**src/rtl/i2c_slave_regmap_pkg.sv**
```systemverilog
// Shared constants for the I2C register-map controller: FSM state encodings
// and the default power-on register value.
package i2c_slave_regmap_pkg;

    typedef logic [1:0] state_t;

    localparam state_t ST_IDLE = 2'd0;
    localparam state_t ST_PTR  = 2'd1;
    localparam state_t ST_DATA = 2'd2;

    localparam logic [7:0] DEFAULT_RESET_VALUE = 8'h00;

endpackage

```
**src/rtl/i2c_slave_regmap_if.sv**
```systemverilog
// Byte-stream link between the I2C slave PHY (master modport) and the
// register-map controller (slave modport).
interface i2c_slave_regmap_if;

    logic       i2c_start;
    logic       i2c_stop;
    logic [7:0] rx_data;
    logic       rx_valid;
    logic       tx_req;
    logic [7:0] tx_data;

    modport master (
        output i2c_start,
        output i2c_stop,
        output rx_data,
        output rx_valid,
        output tx_req,
        input  tx_data
    );

    modport slave (
        input  i2c_start,
        input  i2c_stop,
        input  rx_data,
        input  rx_valid,
        input  tx_req,
        output tx_data
    );

endinterface

```
**src/rtl/i2c_slave_regmap_edge_rise.sv**
```systemverilog
// One-bit rising-edge detector: a level held high produces a single pulse.
module edge_rise (
    input  logic clk,
    input  logic reset,
    input  logic din,
    output logic rise
);

    logic prev;

    always_ff @(posedge clk) begin
        if (!reset) begin
            prev <= 1'b0;
        end else begin
            prev <= din;
        end
    end

    assign rise = din & ~prev;

endmodule

```
**src/rtl/i2c_slave_regmap.sv**
```systemverilog
// Pointer-addressed register bank shared between an I2C slave byte stream and
// a local host port. Define I2C_REGMAP_RO_EN to make indices >= RO_BASE I2C-read-only.
module i2c_slave_regmap
    import i2c_slave_regmap_pkg::*;
#(
    parameter int         REG_COUNT   = 16,
    parameter logic [7:0] RESET_VALUE = DEFAULT_RESET_VALUE,
    parameter int         RO_BASE     = REG_COUNT / 2,
    localparam int        PW          = $clog2(REG_COUNT)
) (
    input  logic                clk,
    input  logic                reset,
    i2c_slave_regmap_if.slave   bus,
    input  logic                loc_we,
    input  logic [PW-1:0]       loc_addr,
    input  logic [7:0]          loc_wdata,
    output logic [7:0]          loc_rdata,
    output logic                wr_strobe,
    output logic [PW-1:0]       wr_addr,
    output logic                collision,
    output logic [PW-1:0]       ptr
);

`ifdef I2C_REGMAP_RO_EN
    localparam bit RO_EN = 1'b1;
`else
    localparam bit RO_EN = 1'b0;
`endif

    state_t        state;
    state_t        state_next;
    logic [PW-1:0] ptr_next;
    logic [7:0]    regs [REG_COUNT];

    logic rx_ev;
    logic tx_ev;
    logic rx_act;
    logic i2c_writable;
    logic i2c_we;

    edge_rise u_rx_edge (
        .clk   (clk),
        .reset (reset),
        .din   (bus.rx_valid),
        .rise  (rx_ev)
    );

    edge_rise u_tx_edge (
        .clk   (clk),
        .reset (reset),
        .din   (bus.tx_req),
        .rise  (tx_ev)
    );

    // A byte arriving in the same cycle as START/STOP belongs to no transfer.
    assign rx_act       = rx_ev && !bus.i2c_start && !bus.i2c_stop;
    assign i2c_writable = !RO_EN || (int'(ptr) < RO_BASE);
    assign i2c_we       = rx_act && (state == ST_DATA) && i2c_writable;

    always_comb begin
        state_next = state;
        if (bus.i2c_stop) begin
            state_next = ST_IDLE;
        end else if (bus.i2c_start) begin
            state_next = ST_PTR;
        end else if (rx_ev && state == ST_PTR) begin
            state_next = ST_DATA;
        end
    end

    // RX takes precedence over TX; dropped read-only writes still advance ptr.
    always_comb begin
        ptr_next = ptr;
        if (rx_ev) begin
            if (rx_act && state == ST_PTR) begin
                ptr_next = bus.rx_data[PW-1:0];
            end else if (rx_act && state == ST_DATA) begin
                ptr_next = ptr + PW'(1);
            end
        end else if (tx_ev) begin
            ptr_next = ptr + PW'(1);
        end
    end

    // Two write ports per register, so the bank is kept as discrete flops.
    for (genvar gi = 0; gi < REG_COUNT; gi++) begin : g_reg
        always_ff @(posedge clk) begin
            if (!reset) begin
                regs[gi] <= RESET_VALUE;
            end else if (i2c_we && ptr == PW'(gi)) begin
                regs[gi] <= bus.rx_data;
            end else if (loc_we && loc_addr == PW'(gi)) begin
                regs[gi] <= loc_wdata;
            end
        end
    end

    always_ff @(posedge clk) begin
        if (!reset) begin
            state       <= ST_IDLE;
            ptr         <= '0;
            bus.tx_data <= RESET_VALUE;
            loc_rdata   <= RESET_VALUE;
            wr_strobe   <= 1'b0;
            wr_addr     <= '0;
            collision   <= 1'b0;
        end else begin
            state       <= state_next;
            ptr         <= ptr_next;
            bus.tx_data <= regs[ptr_next];
            loc_rdata   <= regs[loc_addr];
            wr_strobe   <= i2c_we;
            if (i2c_we) begin
                wr_addr <= ptr;
            end
            collision   <= i2c_we && loc_we && (loc_addr == ptr);
        end
    end

endmodule

```
**src/flat_wrapper.sv**
```systemverilog
// flat-port wrapper written by rule: the top's interface ports become plain ports
module i2c_slave_regmap_flat import i2c_slave_regmap_pkg::*;
#(
    parameter int         REG_COUNT   = 16,
    parameter logic [7:0] RESET_VALUE = DEFAULT_RESET_VALUE,
    parameter int         RO_BASE     = REG_COUNT / 2,
    localparam int        PW          = $clog2(REG_COUNT)
)
  (clk, reset, loc_we, loc_addr, loc_wdata, loc_rdata, wr_strobe, wr_addr, collision, ptr, bus_i2c_start, bus_i2c_stop, bus_rx_data, bus_rx_valid, bus_tx_req, bus_tx_data);
  i2c_slave_regmap_if bus_i ();
  input  logic clk;
  input  logic reset;
  input  logic loc_we;
  input  logic [PW-1:0] loc_addr;
  input  logic [7:0] loc_wdata;
  output logic [7:0] loc_rdata;
  output logic wr_strobe;
  output logic [PW-1:0] wr_addr;
  output logic collision;
  output logic [PW-1:0] ptr;
  input wire logic [$bits(bus_i.i2c_start)-1:0] bus_i2c_start;
  input wire logic [$bits(bus_i.i2c_stop)-1:0] bus_i2c_stop;
  input wire logic [$bits(bus_i.rx_data)-1:0] bus_rx_data;
  input wire logic [$bits(bus_i.rx_valid)-1:0] bus_rx_valid;
  input wire logic [$bits(bus_i.tx_req)-1:0] bus_tx_req;
  output wire logic [$bits(bus_i.tx_data)-1:0] bus_tx_data;
  assign bus_i.i2c_start = bus_i2c_start;
  assign bus_i.i2c_stop = bus_i2c_stop;
  assign bus_i.rx_data = bus_rx_data;
  assign bus_i.rx_valid = bus_rx_valid;
  assign bus_i.tx_req = bus_tx_req;
  assign bus_tx_data = bus_i.tx_data;
  i2c_slave_regmap #(.REG_COUNT(REG_COUNT), .RESET_VALUE(RESET_VALUE), .RO_BASE(RO_BASE)) u_core (.clk(clk), .reset(reset), .bus(bus_i), .loc_we(loc_we), .loc_addr(loc_addr), .loc_wdata(loc_wdata), .loc_rdata(loc_rdata), .wr_strobe(wr_strobe), .wr_addr(wr_addr), .collision(collision), .ptr(ptr));
endmodule
```
**config.mk**
```make
export PLATFORM = sky130hd
export DESIGN_NAME = i2c_slave_regmap_flat
export DESIGN_NICKNAME = d
export VERILOG_FILES = /design/src/rtl/i2c_slave_regmap_pkg.sv /design/src/rtl/i2c_slave_regmap_if.sv /design/src/rtl/i2c_slave_regmap_edge_rise.sv /design/src/rtl/i2c_slave_regmap.sv /design/src/flat_wrapper.sv
export SDC_FILE = /design/constraint.sdc
export NUM_CORES = 1
export LEC_CHECK = 0
export ABC_AREA = 0
export CORE_UTILIZATION = 65
export CTS_CLUSTER_SIZE = 8
export DETAILED_ROUTE_END_ITERATION = 8
export PLACE_DENSITY = 0.86
export RECOVER_POWER = 25
export SYNTH_ARGS = -nofsm -noshare
export SYNTH_HDL_FRONTEND = slang
export SYNTH_SLANG_ARGS = --single-unit
```
**constraint.sdc**
```tcl
create_clock -name clk -period 8.3 [get_ports clk]
set_input_delay 2.075 -clock clk [delete_from_list [all_inputs] [get_ports clk]]
set_output_delay 2.075 -clock clk [all_outputs]
set_load 0.1 [all_outputs]
```
==> flow_summary.yaml <==
route:
  drt-wirelength-per-cell_um: 32.7
  dr.pass1.iters: 5
  routed_wl_um: 29100
  post_detailed_route_count_of_antenna_violating_nets: 0
  drt_first_iter_violations: 1136
  detail_route.vias_per_cell: 7.88
  detail_route.drc_violations: 0
  route.vias.total: 7010
clock_tree:
  cts_setup_buffers: 0
  cts_made_buffers: 17
  tritoncts: "yes"
  h-tree-depth: 4
  clock_tree.root_cell: "sky130_fd_sc_hd__clkbuf_16"
  cts.clk_slew.worst_paths_ns: 0.06
  cts-resized-gates: 0
  clockBufferDepth: 2
  clk-insertion-delay-late_ns: 0.44
  cts.sinks: 158
  cts-hold-fix-buffers: 0
placed_design:
  placedInstanceArea_um2: 9440
  post-dp-hpwl_um: 19400
  portBuffers: 52
  placed_cells_incl_taps: 858
  place.gp.congestion: 0.961
  dpl_worst_slack_ns: 2.60
synth:
  muxShareOfSynthArea: 0.184
  synthMostInstantiatedCell: "sky130_fd_sc_hd__a22o_1"
  post_synth_inst_count: 692
  yosys.area_share.adder: 0.00563
  syn_area_um2: 8890
  netlist.top_cell.by_area: "sky130_fd_sc_hd__edfxtp_1"
  synth.lib_cells_used.distinct: 54
  synth-edff-count: 128
  postSynthNetCount: 723
  avgSynthCellArea_um2: 12.8
  synth.yosys.seq_area_share: 0.500
  synth_top_area_share: 0.432
  synth-seq-cells: 158
  async_reset_ff_frac: 0
  synth_xor_xnor_area_share: 0.00493
  synthTopCellsByCount: "130 x sky130_fd_sc_hd__a22o_1, 128 x sky130_fd_sc_hd__edfxtp_1, 58 x sky130_fd_sc_hd__mux2i_1, 43 x sky130_fd_sc_hd__clkbuf_1, 41 x sky130_fd_sc_hd__mux4_2"
  synth.area.top_cells: "sky130_fd_sc_hd__edfxtp_1 43%, sky130_fd_sc_hd__a22o_1 13%, sky130_fd_sc_hd__mux4_2 10%"
  yosys_warnings: 0
  synthSimpleGateAreaFrac: 0.0835
  compound_gate_portion_of_the_synthesized_area: 0.188
  synth_top_flop_cell: "sky130_fd_sc_hd__edfxtp_1"
  largest_family_of_logic_cells_by_synthesized_area: "compound AO/OA/AOI/OAI gates"
sta:
  max_freq_ghz: 0.175
  finalCriticalPeriod_ns: 5.72
  rsz0062_at_grt: "no"
  timing.final.crit_share: 0.689
  timing.slew.headroom: -0.454
  finalSetupViolCount: 0
  timing.hold.ws_ns: 0.517
  worst-slew-pin-transition_ns: 2.18
  hold_violations: 0
  final.setup.tns_ns: 0
  worst_clock_skew_ns: 0.00766
  maxSlewViolCount: 47
  finalWorstSetupSlack_ns: 2.58
grt:
  total_gr_overflow: 0
  grt.total_usage: 0.428
  grt_first_pass_wirelength_um: 42800
  grt_start_max_net_pins: 47
  grt_pass1_vias: 6655
  number_of_antenna_violations_at_the_first_check_in_global_routing: 0
setup_path:
  critical_path.startpoint_type: "input port"
  timing.critical_path.arrival_ns: 6.02
  crit_type: "in -> reg"
  critical_path_peak_fanout: 46
  crit_required_ns: 8.60
  setup.worst_path.end_class: "flip-flop"
final_layout:
  layout.nets: 732
  final_cells: 890
  diodes: 0
  drive_gt1_frac: 0.146
  finalCoreUtilization: 0.756
  flow.area_growth_from_synthesis_pct: 13.0
  layout.cell_area.non_filler_um2: 10000
pwr:
  power_frac_seq: 0.435
  pwr_density_cell_nw_per_um2: 217
  cell_internal_pwr_mw: 1.53
  power_frac_comb: 0.197
  switching_power_uw: 646
  power.total_mw: 2.18
  share_clk_of_total_power: 0.369
  switching_share: 0.297
  leak_nw: 3.50
  vdd_drop_max_mv: 0.166
floorplanning:
  row_count: 42
  floorplan.die.height_um: 119
  core-area_um2: 13300
  die_area_um2: 14100
  top_level_ports: 53
  floorplan.die.width_um: 119
  floorplan.initialDensity: 0.669
job:
  maxCapViolations: 1
outcome:
  failed_checks: "max-capacitance violations, max-slew violations"
  status: "finished, violations left"
min_path:
  hp-class: "reg -> reg"
-- final timing paths --
path                          start           endpoint  slack (ns)  cells after the start
setup / recovery              reset  u_core.regs[1][1]        2.58                      5
hold / removal    u_core.wr_addr[2]  u_core.wr_addr[2]        0.52                      2
setup reg to reg    u_core.state[1]  u_core.regs[0][5]        4.62                      4
hold reg to reg   u_core.wr_addr[2]  u_core.wr_addr[2]        0.52                      2
-- sequential cells by signal, summed over array words and instances (netlist names) --
name / flops
u_core.ptr: 4
u_core.state: 2
u_core.collision: 1
u_core.wr_addr: 4
u_core.regs: 128
u_core.bus.tx_data: 8
u_core.wr_strobe: 1
u_core.loc_rdata: 8
u_core.u_rx_edge.prev: 1
u_core.u_tx_edge.prev: 1
-- worst max-delay path, stage by stage --
cell and delay, ns:
sky130_fd_sc_hd__dlygate4sd3_1 0.52, sky130_fd_sc_hd__clkbuf_1 1.55, sky130_fd_sc_hd__nand2_1 0.38, sky130_fd_sc_hd__a311oi_1 1.16
sky130_fd_sc_hd__a22o_1 0.31
-- kinds of logic (layout without fill, tap and decap cells) --
group | count (synthesis) | in the layout
flip-flops | 158 | 158
AND/OR/NAND/NOR | 142 | 142
adder cells (fa/ha/maj) | 4 | 4
AO/OA/AOI/OAI | 198 | 198
buffers and inverters | 76 | 98
multiplexers | 109 | 109
XOR/XNOR | 5 | 5
-- power groups by stage --
stage,clock [mW],combinational [mW],sequential [mW]
2_1_floorplan,0,0.210,1.03
3_3_place_gp,0,0.414,0.957
3_5_place_dp,0,0.417,0.960
4_1_cts,0.796,0.419,0.944
5_1_grt,0.826,0.439,0.948
6_report,0.802,0.428,0.946
-- layout by cell type (no fill, tap or decap), types with 3 or more instances in the layout --
master                            netlist  layout
sky130_fd_sc_hd__a22o_1               130     130
sky130_fd_sc_hd__edfxtp_1             128     128
sky130_fd_sc_hd__mux2i_1               58      58
sky130_fd_sc_hd__mux4_2                41      41
sky130_fd_sc_hd__nor2_1                36      36
sky130_fd_sc_hd__dfxtp_1               30      30
sky130_fd_sc_hd__dlygate4sd3_1          0      27
sky130_fd_sc_hd__nand2_1               25      25
sky130_fd_sc_hd__clkdlybuf4s50_1        0      23
sky130_fd_sc_hd__clkbuf_16              0      21
sky130_fd_sc_hd__o221ai_1              16      16
sky130_fd_sc_hd__nor3_1                14      14
sky130_fd_sc_hd__a22oi_1               14      14
sky130_fd_sc_hd__nand3_1               11      11
sky130_fd_sc_hd__and2_0                 0      10
sky130_fd_sc_hd__o21ai_0                9       9
sky130_fd_sc_hd__mux2_2                 9       9
sky130_fd_sc_hd__buf_4                  0       9
sky130_fd_sc_hd__nand3b_1               7       7
sky130_fd_sc_hd__nand2b_1               7       7
sky130_fd_sc_hd__o211ai_1               7       7
sky130_fd_sc_hd__nand4_1                7       7
sky130_fd_sc_hd__nor2b_1                6       6
sky130_fd_sc_hd__a311oi_1               4       4
sky130_fd_sc_hd__ha_1                   4       4
sky130_fd_sc_hd__inv_1                  3       3
sky130_fd_sc_hd__or2_2                  3       3
sky130_fd_sc_hd__a21oi_1                3       3
sky130_fd_sc_hd__a211oi_1               5       3
sky130_fd_sc_hd__and2_1                13       3
sky130_fd_sc_hd__xor2_1                 3       3
sky130_fd_sc_hd__clkinv_2               0       3
sky130_fd_sc_hd__clkbuf_8               0       3
-- area by class of cell --
class / count / area, µm²
clock buffers: 26 / 576
clock inverters: 6 / 38.8
fillers: 843 / 3250
inverters: 3 / 11.3
multi-input cells: 458 / 4160
flip-flops and latches: 158 / 4440
well taps: 176 / 220
repair buffers: 63 / 602
-- routing by layer --
metal,track usage,up-vias,wire (µm)
met5,0,-,0
met4,0.172,0,1310
met3,0.143,112,4260
met2,0.651,675,13100
met1,0.569,3381,10400
li1,-,2842,-
(Power assumes the default switching activity.)
